File: src/rtl/ascon_pack.sv
// Shared types and constants for the Ascon-128 sequencing controller.
package ascon_pack;

  typedef enum logic [2:0] {
    IDLE,
    INIT,
    WAIT_AD,
    AD,
    WAIT_PT,
    PT,
    FIN,
    END
  } type_ctrl_state;

  typedef logic [3:0] type_round;

  localparam int        ROUNDS_A      = 12;
  localparam type_round ROUND_B_START = 4'd6;
  localparam type_round ROUND_LAST    = 4'(ROUNDS_A - 1);

  // WAIT states are the only ones that talk to the top-level data handshake.
  function automatic logic is_wait(type_ctrl_state s);
    return (s == WAIT_AD) || (s == WAIT_PT);
  endfunction

endpackage

File: src/rtl/ascon_fsm_ctrl_if.sv
// Top-level handshake between the message source/sink and the controller.
interface ascon_fsm_ctrl_if;
  logic start_i;
  logic data_valid_i;
  logic data_ready_o;
  logic cipher_valid_o;
  logic tag_valid_o;
  logic done_o;

  modport master (
    output start_i, data_valid_i,
    input  data_ready_o, cipher_valid_o, tag_valid_o, done_o
  );

  modport slave (
    input  start_i, data_valid_i,
    output data_ready_o, cipher_valid_o, tag_valid_o, done_o
  );
endinterface

File: src/rtl/ascon_round_counter.sv
// Loadable round index counter; wraps 11 -> 0 so it never leaves 0..11.
module ascon_round_counter
  import ascon_pack::*;
(
  input  logic      clock_i,
  input  logic      reset_i,
  input  logic      load_i,
  input  type_round load_value_i,
  input  logic      en_i,
  output type_round round_o,
  output logic      last_o
);

  type_round cnt_q, cnt_d;

  always_comb begin
    cnt_d = cnt_q;
    if (load_i)       cnt_d = load_value_i;
    else if (en_i)    cnt_d = (cnt_q == ROUND_LAST) ? 4'd0 : cnt_q + 4'd1;
  end

  always_ff @(posedge clock_i) begin
    if (reset_i) cnt_q <= 4'd0;
    else         cnt_q <= cnt_d;
  end

  assign round_o = cnt_q;
  assign last_o  = (cnt_q == ROUND_LAST);

endmodule

File: src/rtl/ascon_fsm_ctrl.sv
// Ascon-128 AEAD sequencer: walks INIT/AD/PT/FIN and drives the
// permutation datapath control lines one round per clock.
module ascon_fsm_ctrl
  import ascon_pack::*;
#(
  parameter int NB_AD = 1,
  parameter int NB_PT = 4
) (
  input  logic              clock_i,
  input  logic              reset_i,
  ascon_fsm_ctrl_if.slave   bus,
  output logic              selectionp_o,
  output logic              enable_o,
  output logic              bypass_begin_o,
  output logic              bypass_end_o,
  output logic              mode_int_ext_o,
  output logic              mode_init_data_o,
  output type_round         round_o
);

  type_ctrl_state state_q, state_d;
  logic [3:0]     ad_cnt_q, ad_cnt_d;
  logic [3:0]     pt_cnt_q, pt_cnt_d;
  logic           tag_q, tag_d;

  logic      cnt_load, cnt_en, rnd_last;
  type_round cnt_val, rnd;

  logic ad_last, pt_last, accept;

  ascon_round_counter u_round (
    .clock_i      (clock_i),
    .reset_i      (reset_i),
    .load_i       (cnt_load),
    .load_value_i (cnt_val),
    .en_i         (cnt_en),
    .round_o      (rnd),
    .last_o       (rnd_last)
  );

  assign ad_last = (ad_cnt_q == 4'(NB_AD - 1));
  assign pt_last = (pt_cnt_q == 4'(NB_PT - 1));
  assign accept  = is_wait(state_q) && bus.data_valid_i;

  always_comb begin
    state_d  = state_q;
    ad_cnt_d = ad_cnt_q;
    pt_cnt_d = pt_cnt_q;
    cnt_load = 1'b0;
    cnt_val  = 4'd0;
    cnt_en   = 1'b0;
    case (state_q)
      IDLE, END: begin
        if (bus.start_i) begin
          state_d  = INIT;
          cnt_load = 1'b1;
          ad_cnt_d = 4'd0;
          pt_cnt_d = 4'd0;
        end
      end
      INIT: begin
        if (rnd_last) begin
          state_d  = WAIT_AD;
          cnt_load = 1'b1;
          cnt_val  = ROUND_B_START;
        end else cnt_en = 1'b1;
      end
      WAIT_AD: begin
        // The accepting cycle already executes round 6.
        if (bus.data_valid_i) begin
          state_d = AD;
          cnt_en  = 1'b1;
        end
      end
      AD: begin
        if (rnd_last) begin
          ad_cnt_d = ad_cnt_q + 4'd1;
          cnt_load = 1'b1;
          cnt_val  = ROUND_B_START;
          state_d  = ad_last ? WAIT_PT : WAIT_AD;
        end else cnt_en = 1'b1;
      end
      WAIT_PT: begin
        if (bus.data_valid_i) begin
          pt_cnt_d = pt_cnt_q + 4'd1;
          if (pt_last) begin
            state_d  = FIN;
            cnt_load = 1'b1;
          end else begin
            state_d = PT;
            cnt_en  = 1'b1;
          end
        end
      end
      PT: begin
        if (rnd_last) begin
          state_d  = WAIT_PT;
          cnt_load = 1'b1;
          cnt_val  = ROUND_B_START;
        end else cnt_en = 1'b1;
      end
      FIN: begin
        if (rnd_last) begin
          state_d  = END;
          cnt_load = 1'b1;
        end else cnt_en = 1'b1;
      end
      default: state_d = IDLE;
    endcase
    tag_d = (state_d == END) && (state_q != END);
  end

  always_ff @(posedge clock_i) begin
    if (reset_i) begin
      state_q  <= IDLE;
      ad_cnt_q <= 4'd0;
      pt_cnt_q <= 4'd0;
      tag_q    <= 1'b0;
    end else begin
      state_q  <= state_d;
      ad_cnt_q <= ad_cnt_d;
      pt_cnt_q <= pt_cnt_d;
      tag_q    <= tag_d;
    end
  end

  // Decode from registered state; only the WAIT-state accept path sees data_valid_i.
  always_comb begin
    enable_o         = 1'b0;
    bypass_begin_o   = 1'b1;
    bypass_end_o     = 1'b1;
    mode_int_ext_o   = 1'b0;
    mode_init_data_o = 1'b0;
    selectionp_o     = !((state_q == IDLE) || ((state_q == INIT) && (rnd == 4'd0)));
    case (state_q)
      INIT: begin
        enable_o     = 1'b1;
        bypass_end_o = !rnd_last;
      end
      WAIT_AD, WAIT_PT: begin
        if (bus.data_valid_i) begin
          enable_o       = 1'b1;
          bypass_begin_o = 1'b0;
        end
      end
      AD: begin
        enable_o = 1'b1;
        if (rnd_last && ad_last) begin
          bypass_end_o     = 1'b0;
          mode_init_data_o = 1'b1;
        end
      end
      PT: enable_o = 1'b1;
      FIN: begin
        enable_o = 1'b1;
        if (rnd == 4'd0) begin
          bypass_begin_o = 1'b0;
          mode_int_ext_o = 1'b1;
        end
        bypass_end_o = !rnd_last;
      end
      default: ;
    endcase
  end

  assign round_o            = rnd;
  assign bus.data_ready_o   = is_wait(state_q);
  assign bus.cipher_valid_o = accept && (state_q == WAIT_PT);
  assign bus.tag_valid_o    = tag_q;
  assign bus.done_o         = (state_q == END);

endmodule

File: src/flat_wrapper.sv
// flat-port wrapper written by rule: the top's interface ports become plain ports
module ascon_fsm_ctrl_flat import ascon_pack::*;
#(
  parameter int NB_AD = 1,
  parameter int NB_PT = 4
)
  (clock_i, reset_i, selectionp_o, enable_o, bypass_begin_o, bypass_end_o, mode_int_ext_o, mode_init_data_o, round_o, bus_start_i, bus_data_valid_i, bus_data_ready_o, bus_cipher_valid_o, bus_tag_valid_o, bus_done_o);
  ascon_fsm_ctrl_if bus_i ();
  input  logic clock_i;
  input  logic reset_i;
  output logic selectionp_o;
  output logic enable_o;
  output logic bypass_begin_o;
  output logic bypass_end_o;
  output logic mode_int_ext_o;
  output logic mode_init_data_o;
  output type_round round_o;
  input wire logic [$bits(bus_i.start_i)-1:0] bus_start_i;
  input wire logic [$bits(bus_i.data_valid_i)-1:0] bus_data_valid_i;
  output wire logic [$bits(bus_i.data_ready_o)-1:0] bus_data_ready_o;
  output wire logic [$bits(bus_i.cipher_valid_o)-1:0] bus_cipher_valid_o;
  output wire logic [$bits(bus_i.tag_valid_o)-1:0] bus_tag_valid_o;
  output wire logic [$bits(bus_i.done_o)-1:0] bus_done_o;
  assign bus_i.start_i = bus_start_i;
  assign bus_i.data_valid_i = bus_data_valid_i;
  assign bus_data_ready_o = bus_i.data_ready_o;
  assign bus_cipher_valid_o = bus_i.cipher_valid_o;
  assign bus_tag_valid_o = bus_i.tag_valid_o;
  assign bus_done_o = bus_i.done_o;
  ascon_fsm_ctrl #(.NB_AD(NB_AD), .NB_PT(NB_PT)) u_core (.clock_i(clock_i), .reset_i(reset_i), .bus(bus_i), .selectionp_o(selectionp_o), .enable_o(enable_o), .bypass_begin_o(bypass_begin_o), .bypass_end_o(bypass_end_o), .mode_int_ext_o(mode_int_ext_o), .mode_init_data_o(mode_init_data_o), .round_o(round_o));
endmodule
File: config.mk
export PLATFORM = sky130hd
export DESIGN_NAME = ascon_fsm_ctrl_flat
export DESIGN_NICKNAME = d
export VERILOG_FILES = /design/src/rtl/ascon_pack.sv /design/src/rtl/ascon_fsm_ctrl_if.sv /design/src/rtl/ascon_round_counter.sv /design/src/rtl/ascon_fsm_ctrl.sv /design/src/flat_wrapper.sv
export SDC_FILE = /design/constraint.sdc
export NUM_CORES = 1
export LEC_CHECK = 0
export BUFFER_PORTS_ARGS = -buffer_cell sky130_fd_sc_hd__buf_2
export CORE_MARGIN = 2
export CORE_UTILIZATION = 55
export CTS_CLUSTER_DIAMETER = 200
export DETAILED_ROUTE_END_ITERATION = 10
export PLACE_DENSITY = 0.8
export REMOVE_ABC_BUFFERS = 1
export SETUP_SLACK_MARGIN = 0.02
export SYNTH_ARGS = -nofsm -noshare
export SYNTH_HDL_FRONTEND = slang
export SYNTH_SLANG_ARGS = --single-unit
File: constraint.sdc
create_clock -name clock_i -period 2 [get_ports clock_i]
set_clock_uncertainty 0.1 [all_clocks]
set_input_delay 0.4 -clock clock_i [delete_from_list [all_inputs] [get_ports clock_i]]
set_output_delay 0.4 -clock clock_i [all_outputs]
set_load 0.05 [all_outputs]
# After elaboration in Yosys (flattened, before gate mapping)
# Index checks and enable logic that the tools add are counted.
dict set report op_classes {
  eq_ne 14
  mux 40
  reduce_logical 22
  add_sub_neg 3
}
# op count
set op_table {}
lappend op_table {{4-bit 2-to-1 mux} 7}
lappend op_table {{3-bit 2-to-1 mux} 9}
lappend op_table {{3-bit one-hot mux with 7 select lines} 1}
lappend op_table {{4-bit one-hot mux with 2 select lines} 2}
lappend op_table {{3-bit == test (second input constant)} 5}
lappend op_table {{1-bit 2-to-1 mux} 15}
lappend op_table {{4-bit by 1-bit adder with 4-bit output (second input constant)} 3}
lappend op_table {{4-bit logical NOT} 2}
lappend op_table {{3-bit by 2-bit == test with 1-bit output (second input constant)} 2}
lappend op_table {{1-bit one-hot mux with 2 select lines} 3}
lappend op_table {{1-bit one-hot mux with 3 select lines} 2}
lappend op_table {{3-bit AND reduction} 2}
lappend op_table {{2-bit nonzero test} 3}
lappend op_table {{2-bit OR reduction} 3}
lappend op_table {{1-bit logical AND} 5}
lappend op_table {{4-bit by 2-bit == test with 1-bit output (second input constant)} 1}
lappend op_table {{4-bit == test (second input constant)} 1}
lappend op_table {{2-bit inequality test (second input constant)} 2}
lappend op_table {{4-bit OR reduction} 1}
lappend op_table {{3-bit by 1-bit == test with 1-bit output (second input constant)} 1}
lappend op_table {{3-bit logical NOT} 1}
lappend op_table {{3-bit inequality test (second input constant)} 1}
lappend op_table {{3-bit OR reduction} 1}
lappend op_table {{1-bit logical NOT} 2}
lappend op_table {{other kinds (3)} 4}
dict set report totals {
  in_bits 4
  wordCells 84
  reg_bits 16
}

# Depth between registers and ports, before layout
# Gate-level depths: netlist of the first run.
dict set report depth {
  word_depth 6
  ltp_mapped 6
}

# By module
# A second synthesis of the first run with hierarchy kept.
dict set report unflattened {
  cells_unflattened 135
  hier_area_um2 1102.3
}
# mod area_per_inst_um2 n_inst cells_each
set by_module_without_submodules {}
lappend by_module_without_submodules {ascon_fsm_ctrl 869.6 1 111}
lappend by_module_without_submodules {ascon_round_counter 232.7 1 24}

# Worst setup path before layout of the first run
# No wires, ideal clock.
dict set report synth_path {
  path_type {flip-flop to output port}
  from {register u_core.u_round.cnt_q[3] (netlist: u_core.u_round.round_o[3])}
  to {output port bypass_begin_o}
  required_ns 1.500
  stages_incl_launch_ff 6
  path_slack_ns -1.039
  n_path_buf 1
  arrival_time_ns 2.539
  path_cell_list {dfxtp_1 -> buf_2 -> nor2_1 -> nand2_1 -> nor3_1 -> a21oi_1}
}
dict set report synth_via {
  elab_chain_len 3
}
# item line_no
set synth_lines {}
lappend synth_lines {{start, declared} ascon_round_counter.sv:14} ;# type_round cnt_q, cnt_d;
lappend synth_lines {{start signal, assigned} ascon_round_counter.sv:24} ;# else cnt_q <= cnt_d;
lappend synth_lines {{4-bit logical NOT} ascon_fsm_ctrl.sv:156} ;# if (rnd == 4'd0) begin
lappend synth_lines {{1-bit 2-to-1 mux} ascon_fsm_ctrl.sv:156}
lappend synth_lines {{1-bit one-hot mux with 2 select lines} ascon_fsm_ctrl.sv:135} ;# case (state_q)
lappend synth_lines {{end, declared} flat_wrapper.sv:13} ;# output logic bypass_begin_o;
# Every way passes these cells.

# Worst setup path after layout of the first run
dict set report layout_path {
  from {register u_core.u_round.cnt_q[0] (netlist: u_core.u_round.round_o[0])}
  to {output port selectionp_o}
}
dict set report layout_via {
  elab_chain_len 4
}
# item line_no
set layout_lines {}
lappend layout_lines {{4-bit logical NOT} ascon_fsm_ctrl.sv:134} ;# selectionp_o = !((state_q == IDLE) || ((state_q == INIT) && (rnd == 4'd0)));
lappend layout_lines {{1-bit logical AND} ascon_fsm_ctrl.sv:134}
lappend layout_lines {{1-bit logical OR} ascon_fsm_ctrl.sv:134}
lappend layout_lines {{1-bit logical NOT} ascon_fsm_ctrl.sv:134}
lappend layout_lines {{end, declared} flat_wrapper.sv:11} ;# output logic selectionp_o;
# Every way passes these cells.

==> results of run 1 <==
synth_stat cells, types with 2 or more instances:
cell      count  area share, %
nor4_1        2            1.1
nand4_1       4            2.1
nor2b_1       3            1.6
ha_1          5            5.4
a21oi_1      11            4.7
and3b_1       3            2.3
and3_1        3            1.6
buf_2         6            2.6
nand3b_1      4            2.6
nand3_1       7            3.0
or3_1         3            1.6
o21ai_0       6            2.6
nor2_1       18            5.8
xor2_1        2            1.5
nor3_1        4            1.7
a31oi_1       2            1.1
and4b_1       2            1.7
inv_2         2           0.64
nor3b_1       3            1.9
nand2_1       7            2.3
xnor2_1       2            1.5
inv_1         5            1.6
dfxtp_1      16             27
a21o_1        2            1.3
nand2b_1      3            1.6
critical path, delay by kind of cell (launching register included):
family | cells | cell delay, ns
AOI/OAI and AO/OA | 1 | 0.31
adders and majority gates | 1 | 0.13
buffers and inverters | 3 | 0.34
DFF | 1 | 0.35
and+or+nand+nor | 1 | 0.06
state kept, by name, summed over array words and instances, names as in the netlist:
| name | cells |
|---|---|
| u_core.pt_cnt_q | 4 |
| u_core.ad_cnt_q | 4 |
| u_core.u_round.round_o | 4 |
| u_core.state_q | 3 |
| u_core.bus.tag_valid_o | 1 |
cell families after synthesis:
| group | after synthesis | share of synthesized area, % |
|---|---|---|
| flip-flops | 16 | 27.50 |
| adder cells (fa/ha/maj) | 5 | 5.371 |
| XOR/XNOR | 4 | 3.008 |
| AO/OA/AOI/OAI | 36 | 21.48 |
| buffers and inverters | 16 | 6.767 |
| AND/OR/NAND/NOR | 71 | 35.02 |
| multiplexers | 1 | 0.8593 |
repair_timing:
action | in CTS | in global routing
gates resized for setup | 34 | 23
setup buffers | 0 | 7
endpoints found under the hold margin | 0 | 0
pin swaps | 3 | 6
setup endpoints to repair | 9 | 7
routing by layer:
metal / global-route usage (%) / vias to the layer above / part of all wire, %
li1: - / 618 / -
met1: 33.21 / 619 / 41
met2: 42.76 / 53 / 51
met3: 3.333 / 5 / 6.9
met4: 6.944 / 0 / 1.3
met5: 0 / - / 0
power by group through the flow:
stage                     Combinational (W)  Sequential, W  Clock [W]
after floorplan                   0.0000690       0.000365          0
after global placement             0.000134       0.000342          0
after detailed placement           0.000138       0.000343          0
after CTS                          0.000151       0.000335   0.000235
after global routing               0.000180       0.000338   0.000245
final                              0.000169       0.000337   0.000234
path summary, 6_finish.rpt:
path / cells after the start / start / endpoint / slack [ns]
setup / recovery: 6 / u_core.u_round.round_o[0] / selectionp_o / 0.01
hold / removal: 3 / bus_start_i / u_core.state_q[1] / 0.31
setup reg to reg: 7 / u_core.u_round.round_o[1] / u_core.bus.tag_valid_o / 0.08
hold reg to reg: 2 / u_core.pt_cnt_q[1] / u_core.pt_cnt_q[1] / 0.41
cell type report:
cell class / count / area (um2)
fillers: 139 / 389.1
clock buffers: 4 / 36.28
multi-input cells: 117 / 859.6
inverters: 7 / 31.28
repair buffers: 37 / 294.0
well taps: 27 / 33.78
flip-flops and latches: 16 / 337.8
metrics by stage:
step | cell area, um2 | setup TNS, ns | instances | power (W) | hold WS [ns]
after global routing | 1593 | -0.03021 | 208 | 0.0007627 | 0.3255
after CTS | 1461 | 0 | 201 | 0.0007215 | 0.3071
after detailed placement | 1329 | 0 | 197 | 0.0004803 | 0.3901
after global placement | 1329 | 0 | 197 | 0.0004763 | 0.3753
final | 1593 | 0 | 208 | 0.0007402 | 0.3135
after floorplan | 1112 | -3.700 | 140 | 0.0004336 | 0.3514
==> qor.txt, run 1 <==
===============================================================================================
Run status                                                                         complete, no violations
Detailed-routing iteration count for the pre-antenna-repair pass                              4
Switching Power                                                                     0.0002382 W
Share of the clock period used by the worst path after layout                            99.40%
Net switching fraction of the power                                                      32.18%
Number of levels in the clock H-tree                                                          1
Clock latency at the later pin of the worst-skew pair                                   0.32 ns
Via Count                                                                                 1,295
RSZ-0062 raised after global routing                                                        yes
Die Wd                                                                                 50.02 um
Synth-to-layout area growth                                                              36.73%
Worst stage delay on the critical path                                                  0.35 ns
Total routing usage reported by global routing                                           25.25%
Number of ports placed on the die boundary                                                   18
Count of clock tree sinks                                                                    16
Core box area                                                                          1982 um2
Number of warnings issued by yosys                                                            0
Clock input transition at the sequential cells of the worst setup and hold paths        0.11 ns
Proportion of power drawn by flip-flops and latches                                       45.5%
Count of distinct cell types in the synthesized netlist                                      49
Cell count after synthesis                                                                  149
Logic gate share of total power                                                           22.9%
Most Frequent Cell on Critical Path                                                       buf_6
Antenna diode count                                                                           0
Overall routed net length                                                               3298 um
Static leakage                                                                        0.6581 nW
Worst Setup End Kind                                                               primary output
Setup Slack @ Placement                                                              0.09349 ns
Sequential fraction of the synthesis area                                                27.50%
Clock Power Share                                                                         31.6%
Tightest Hold Check Type                                                           primary input to flop
Count of flip-flops with a built-in enable after synthesis                                    0
Hold Buf Count CTS                                                                            0
IO Port Bufs                                                                                 17
Global-route wire length before repair                                                  4912 um
Share of flip-flops with an asynchronous set or reset after synthesis                        0%
Internal power component                                                            0.0005020 W
Final number of hold-violating endpoints                                                      0
TritonCTS clock tree                                                                      built
Achievable Freq                                                                       503.0 MHz
CP Class                                                                           flop to primary output
Fin. max-slew vios                                                                            0
Vertical die dimension                                                                 50.02 um
Final Setup Violations                                                                        0
Max_cap viols                                                                                 0
Vias in the first global route                                                            1,097
Headroom to the max-slew limit                                                           75.00%
Core occupancy in the finished layout                                                    80.37%
Crit-path slowest cell                                                                  dfxtp_2
Remaining global-route overflow                                                               0
Highest-count cells in the layout ignoring fill and taps                           buf_4 (18), nor2_1 (14), buf_2 (10)
Pin count of the biggest net entering global routing                                         18
Post-Syn Area                                                                          1165 um2
Arrival time worst endpoint                                                             1.49 ns
Synth Register Bits                                                                          16
Effective utilization at floorplan                                                       58.78%
Average via count per standard cell                                                       6.226
DP HPWL                                                                                 2199 um
Most instantiated flip-flop cell in the synthesis netlist                               dfxtp_1
Startpoint types                                                                           flop
Tmin final                                                                             1.988 ns
Leading cell type in the layout, fill and taps excluded                                   buf_4
Remaining design rule violation count                                                         0
Sequence of cells on the critical path                                             buf_6, inv_4, ha_4, nand2_4, a211o_1, buf_6
CTS buffer count                                                                              3
Net total in the final layout                                                               191
Pin slew with the least headroom to its limit                                         0.3742 ns
Cell Pwr Density                                                                   464.7 nW/um2
Top fanout value on the critical path                                                         4
Maximum VDD drop                                                                      0.4236 mV
Final setup margin                                                                   0.01199 ns
Detail-routed net length per standard cell                                             15.86 um
Root Buffer Master                                                                     clkbuf_4
Overall die area                                                                       2502 um2
Violation count after the first detailed-routing iteration                                   85
Number of routed nets with antenna violations                                                 0
FP Rows                                                                                      16
Number of buffers on the longest clock path                                                   2
Fraction of final layout cells sized beyond drive strength 1                             39.78%
Gp weighted congestion                                                                   0.8950
Synthesized area per cell                                                             7.818 um2
Required time at the worst-slack endpoint                                               1.50 ns
Number of antenna violations at the first check in global routing                             0
===============================================================================================
Power figures use the tool's default switching activity.
==> run 2, diff against run 1 <==
--- a/config.mk
+++ b/config.mk
@@ -6,11 +6,13 @@
 export NUM_CORES = 1
 export LEC_CHECK = 0
 export BUFFER_PORTS_ARGS = -buffer_cell sky130_fd_sc_hd__buf_2
+export CELL_PAD_IN_SITES_DETAIL_PLACEMENT = 1
+export CELL_PAD_IN_SITES_GLOBAL_PLACEMENT = 2
 export CORE_MARGIN = 2
-export CORE_UTILIZATION = 55
+export CORE_UTILIZATION = 29
 export CTS_CLUSTER_DIAMETER = 200
 export DETAILED_ROUTE_END_ITERATION = 10
-export PLACE_DENSITY = 0.8
+export PLACE_DENSITY = 0.76
 export REMOVE_ABC_BUFFERS = 1
 export SETUP_SLACK_MARGIN = 0.02
 export SYNTH_ARGS = -nofsm -noshare
==> constraint.sdc (replaced) <==
create_clock -name clock_i -period 1.7 [get_ports clock_i]
set_clock_uncertainty 0.1 [all_clocks]
set_input_delay 0.34 -clock clock_i [delete_from_list [all_inputs] [get_ports clock_i]]
set_output_delay 0.34 -clock clock_i [all_outputs]
set_load 0.05 [all_outputs]
==> run 2 against run 1 <==
The flow now finishes with violations (negative setup slack); clock-buffer cell count unchanged; register-to-register slack got worse by 0.23 ns; wire length increased by 51%; first-iteration DRC count decreased by 28%; via count increased by 9.7%; final area increased by 29%; sequential power increased by 17%; critical path depth unchanged; die area increased by 81%; non-clock buffer count increased by 29; critical path type is now flop to flop; largest cell class unchanged.
==> qor.txt, run 2 (synthesis results as in run 1) <==
===============================================================================================
Run status                                                                         finished with violations
Failing checks                                                                     negative setup slack
Highest-count cells in the layout ignoring fill and taps                           buf_4 (41), buf_6 (12), nor2_1 (11)
Origin of the worst min-delay path                                                  bus_start_i
Clock latency at the later pin of the worst-skew pair                                   0.26 ns
Filler cells                                                                                457
Die Wd                                                                                 67.38 um
Clock input transition at the sequential cells of the worst setup and hold paths        0.07 ns
Wire length on met3                                                                       95 um
Tightest Hold Check Type                                                           primary input to flop
Number of levels in the clock H-tree                                                          1
Maximum VDD drop                                                                      0.3130 mV
Via Count                                                                                 1,420
Vias in the first global route                                                            1,484
Max Used Layer                                                                             met4
Arrival time worst endpoint                                                             1.94 ns
Total routing usage reported by global routing                                           22.64%
Top fanout value on the critical path                                                         7
Required time at the worst-slack endpoint                                               1.79 ns
Routed length on met1                                                                   2007 um
Vertical die dimension                                                                 67.38 um
Count of clock tree sinks                                                                    16
Total placed instance area                                                             1548 um2
Fin. max-slew vios                                                                            0
Pin slew with the least headroom to its limit                                         0.3576 ns
Delay-heaviest family, CP                                                          simple AND/OR/NAND/NOR gates
Gp weighted congestion                                                                   0.8502
Final instance area                                                                    2052 um2
Remaining design rule violation count                                                         0
Average via count per standard cell                                                       5.462
Count of cells along the worst hold path                                                      3
Effective utilization at floorplan                                                       29.55%
Net total in the final layout                                                               220
Worst stage delay on the critical path                                                  0.39 ns
Sequence of cells on the critical path                                             buf_6, buf_4, and4_2, or3_4, nand3b_1, a21oi_1
IO Port Bufs                                                                                 17
Achievable Freq                                                                       540.2 MHz
Violation count after the first detailed-routing iteration                                   61
Number of antenna violations at the first check in global routing                             0
Number of buffers on the longest clock path                                                   2
TritonCTS clock tree                                                                      built
Worst Setup End Kind                                                                       flop
Number of routed nets with antenna violations                                                 0
Final setup margin                                                                   -0.1511 ns
Detail-routed net length per standard cell                                             19.14 um
FP Rows                                                                                      23
Hold Buf Count CTS                                                                            0
Fraction of final layout cells sized beyond drive strength 1                             57.14%
Endpoint of the lowest-slack register-to-register path                             u_core.u_round.round_o[3]
Levels on crit path                                                                           6
Global-route wire length before repair                                                  7610 um
Pin count of the biggest net entering global routing                                         13
Tmin final                                                                             1.851 ns
TNS Setup                                                                             -1.051 ns
Overall routed net length                                                               4977 um
Static leakage                                                                        0.8703 nW
Remaining global-route overflow                                                               0
Worst min-delay path endpoint                                                      u_core.state_q[1]
Post-route worst hold slack                                                           0.3575 ns
Detailed-routing iteration count for the pre-antenna-repair pass                              4
Bufs and invs on worst path                                                                   2
Core box area                                                                          3943 um2
Share of the clock period used by the worst path after layout                            108.9%
RSZ-0062 raised after global routing                                                        yes
Cell count of the worst reg-to-reg path                                                       6
Max_cap viols                                                                                 0
CTS buffer count                                                                              3
Root Buffer Master                                                                     clkbuf_8
Number of ports placed on the die boundary                                                   18
Detailed-routed wire length on met2                                                     2749 um
Antenna diode count                                                                           0
Power consumption                                                                    0.001034 W
Startpoint types                                                                           flop
DP HPWL                                                                                 3083 um
Final Setup Violations                                                                       15
Overall die area                                                                       4540 um2
Slack of the worst reg-to-reg path                                                     -0.15 ns
CP Class                                                                           flop to flop
Leading cell type in the layout, fill and taps excluded                                   buf_4
Final number of hold-violating endpoints                                                      0
Headroom to the max-slew limit                                                           76.03%
Launching point of the worst reg2reg path                                          u_core.state_q[2]
Cell Pwr Density                                                                   504.0 nW/um2
Synth-to-layout area growth                                                              76.15%
Crit-path slowest cell                                                                  dfxtp_4
===============================================================================================
run 2: changes by cell type in the layout (fill, tap and decap cells not counted), moves of 3 or more:
| cell | delta |
|---|---|
| buf_4 | +23 |
| nor2_1 | -3 |
| clkbuf_8 | +3 |
| buf_6 | +5 |
| clkbuf_4 | -3 |
run 2: area by class of cell:
| cell class | instances | area, um2 | share of cell area [%] |
|---|---|---|---|
| flip-flops and latches | 16 | 337.8 | 16.46 |
| multi-input cells | 117 | 984.7 | 47.99 |
| inverters | 7 | 31.28 | 1.524 |
| clock buffers | 4 | 55.05 | 2.683 |
| well taps | 50 | 62.56 | 3.049 |
| repair buffers | 66 | 580.6 | 28.29 |
run 2: metrics by stage:
step / std cells / setup WS [ns] / utilization [%]
2_1_floorplan: 140 / -1.328 / -
6_report: 260 / -0.1511 / 52.05
4_1_cts: 253 / -0.1376 / 48.75
3_3_place_gp: 242 / -0.06852 / 39.26
3_5_place_dp: 242 / -0.1628 / 39.26
5_1_grt: 260 / -0.2201 / 52.05
run 2: worst max path at each step:
stage	from	endpoint	slack [ns]
after global placement	u_core.state_q[2]	u_core.u_round.round_o[0]	-0.07
after detailed placement	u_core.state_q[2]	u_core.u_round.round_o[1]	-0.16
after global routing	u_core.state_q[2]	u_core.u_round.round_o[3]	-0.22
final	u_core.state_q[2]	u_core.u_round.round_o[3]	-0.15
after CTS	u_core.u_round.round_o[0]	mode_init_data_o	-0.14
after floorplan	u_core.state_q[1]	bypass_begin_o	-1.33
run 2: layer usage:
layer	global-route usage [%]	up-vias
met5	0	-
met4	9.184	0
met3	1.667	12
met2	41.71	25
met1	26.98	712
li1	-	671
run 2: repair_timing:
item,CTS,global route
gates resized for setup,68,23
buffers inserted,7,7
cloned,1,0
setup endpoints to repair,24,24
pin swaps,12,14
run 2: tightest hold or removal path, stage by stage:
cell and delay (ns):
buf_2 0.14, or3_1 0.14, a21oi_1 0.06
run 2: report_power, final:
part	internal (W)	switching [W]	total (W)
Combinational	0.000132	0.000156	0.000288
Clock	0.000206	0.000146	0.000352
Sequential	0.000381	0.0000124	0.000394
Total	0.000720	0.000315	0.00103
==> run 3, diff against run 2 <==
--- a/config.mk
+++ b/config.mk
@@ -14,7 +14,6 @@
 export DETAILED_ROUTE_END_ITERATION = 10
 export PLACE_DENSITY = 0.76
 export REMOVE_ABC_BUFFERS = 1
-export SETUP_SLACK_MARGIN = 0.02
 export SYNTH_ARGS = -nofsm -noshare
 export SYNTH_HDL_FRONTEND = slang
 export SYNTH_SLANG_ARGS = --single-unit
==> run 3 against run 2 <==
The flow still finishes with violations (negative setup slack); highest routed layer unchanged; combinational power fell by 4%; flip-flop and latch count unchanged; power fell by 0.71%; register-to-register slack barely moved; non-clock buffer count rose by 1.
==> qor.txt, run 3 (synthesis results as in run 1) <==
===============================================================================================
Core box area                                                                          3943 um2
Total routing usage reported by global routing                                           20.73%
Remaining design rule violation count                                                         0
Global-route wire length before repair                                                  7003 um
Detail-routed net length per standard cell                                             18.89 um
Net total in the final layout                                                               221
Grt met2 use                                                                             38.86%
DP HPWL                                                                                 3083 um
Pin count of the biggest net entering global routing                                         24
Worst Setup End Kind                                                               primary output
Tmin final                                                                             1.869 ns
Gp weighted congestion                                                                   0.8502
Placed insts                                                                                242
Final number of hold-violating endpoints                                                      0
Final setup margin                                                                   -0.1690 ns
Max_cap viols                                                                                 0
Vias in the first global route                                                            1,409
Worst stage delay on the critical path                                                  0.37 ns
Vertical die dimension                                                                 67.38 um
Clock input transition at the sequential cells of the worst setup and hold paths        0.07 ns
Crit-path slowest cell                                                                  dfxtp_2
Final Setup Violations                                                                       11
Fraction of final layout cells sized beyond drive strength 1                             57.82%
Count of clock tree sinks                                                                    16
Hold Buf Count CTS                                                                            0
GRT Max-Usage Layer                                                                        met2
Number of routed nets with antenna violations                                                 0
Required time at the worst-slack endpoint                                               1.26 ns
Static leakage                                                                        0.8568 nW
Pin slew with the least headroom to its limit                                         0.3561 ns
Startpoint types                                                                           flop
Number of antenna violations at the first check in global routing                             0
Sequence of cells on the critical path                                             ha_4, and3b_2, nand3_2, nor2_2, buf_6
Failing checks                                                                     negative setup slack
TNS Setup                                                                             -1.134 ns
FP Rows                                                                                      23
Remaining global-route overflow                                                               0
Power consumption                                                                    0.001027 W
Average via count per standard cell                                                       5.421
Met3 Usage GRT                                                                           1.000%
Achievable Freq                                                                       535.0 MHz
Headroom to the max-slew limit                                                           76.20%
IO Port Bufs                                                                                 17
Effective utilization at floorplan                                                       29.55%
Top fanout value on the critical path                                                         3
Number of levels in the clock H-tree                                                          1
Synth-to-layout area growth                                                              77.98%
TritonCTS clock tree                                                                      built
Root Buffer Master                                                                     clkbuf_8
Arrival time worst endpoint                                                             1.43 ns
Violation count after the first detailed-routing iteration                                   46
Number of non-filler instances in the completed layout                                      261
Share of the clock period used by the worst path after layout                            109.9%
Detailed-routing iteration count for the pre-antenna-repair pass                              4
CTS buffer count                                                                              3
Die Wd                                                                                 67.38 um
Fin. max-slew vios                                                                            0
Met1 Usage GRT                                                                           24.77%
Number of ports placed on the die boundary                                                   18
Tightest Hold Check Type                                                           primary input to flop
Cell Pwr Density                                                                   495.3 nW/um2
Highest-count cells in the layout ignoring fill and taps                           buf_4 (39), buf_6 (15), nor2_1 (13)
Run status                                                                         finished with violations
RSZ-0062 raised after global routing                                                        yes
Number of buffers on the longest clock path                                                   2
Maximum VDD drop                                                                      0.2410 mV
CP Class                                                                           flop to primary output
Leading cell type in the layout, fill and taps excluded                                   buf_4
Clock latency at the later pin of the worst-skew pair                                   0.26 ns
Overall die area                                                                       4540 um2
Via Count                                                                                 1,415
Overall routed net length                                                               4929 um
Antenna diode count                                                                           0
===============================================================================================
-- run 3: cell types whose count changed in the layout (fill, tap and decap cells not counted), moves of 2 or more --
cell	before	now
buf_4	41	39
buf_6	12	15
dfxtp_2	5	7
dfxtp_4	3	1
nor2_1	11	13
o21ai_0	3	5
o21ai_1	3	0
-- run 3: final cells by class --
cell class	count	area, um2
clock buffer	4	55.05
fill	464	1869
inverter	7	33.78
multi-input combinational	117	992.2
sequential	16	332.8
tap	50	62.56
timing repair buffer	67	596.8
-- run 3: power by group --
part	switching, W	internal, W	total [W]	leakage (nW)
Clock	0.000147	0.000206	0.000353	0.0288
Combinational	0.000155	0.000122	0.000277	0.695
Sequential	0.0000138	0.000383	0.000397	0.133
-- run 3: critical path, delay by kind of cell (launching register included) --
kind / cells / cell delay [ns]
adders and majority gates: 1 / 0.15
buffers and inverters: 1 / 0.17
DFF: 1 / 0.37
and+or+nand+nor: 3 / 0.47
-- run 3: final timing paths --
path	startpoint	end	cells past startpoint	slack, ns
worst max-delay path	u_core.u_round.round_o[0]	mode_init_data_o	5	-0.17
worst min-delay path	reset_i	u_core.state_q[1]	3	0.36
worst max register to register	u_core.u_round.round_o[0]	u_core.u_round.round_o[0]	6	-0.15
worst min register to register	u_core.pt_cnt_q[2]	u_core.pt_cnt_q[2]	2	0.45
-- run 3: through the flow --
stage	area (um2)	setup slack (ns)	util, %	hold slack (ns)
floorplan	1112	-1.328	-	0.3091
global placement	1548	-0.06852	39.26	0.3743
detailed placement	1548	-0.1628	39.26	0.4107
CTS	1854	-0.1377	47.03	0.3123
global route	2073	-0.2103	52.59	0.3645
finish	2073	-0.1690	52.59	0.3574
-- run 3: timing repair --
item / 4_1_cts / 5_1_grt
gates cloned: 0 / 1
endpoints found under the setup margin: 24 / 18
pin swaps: 11 / 18
buffers inserted: 6 / 10
gates resized for setup: 61 / 31
-- run 3: per-layer routing --
layer | wire length (um) | part of all wire [%]
met5 | 0 | 0
met4 | 122 | 2.5
met3 | 133 | 2.7
met2 | 2711 | 55
met1 | 1961 | 40
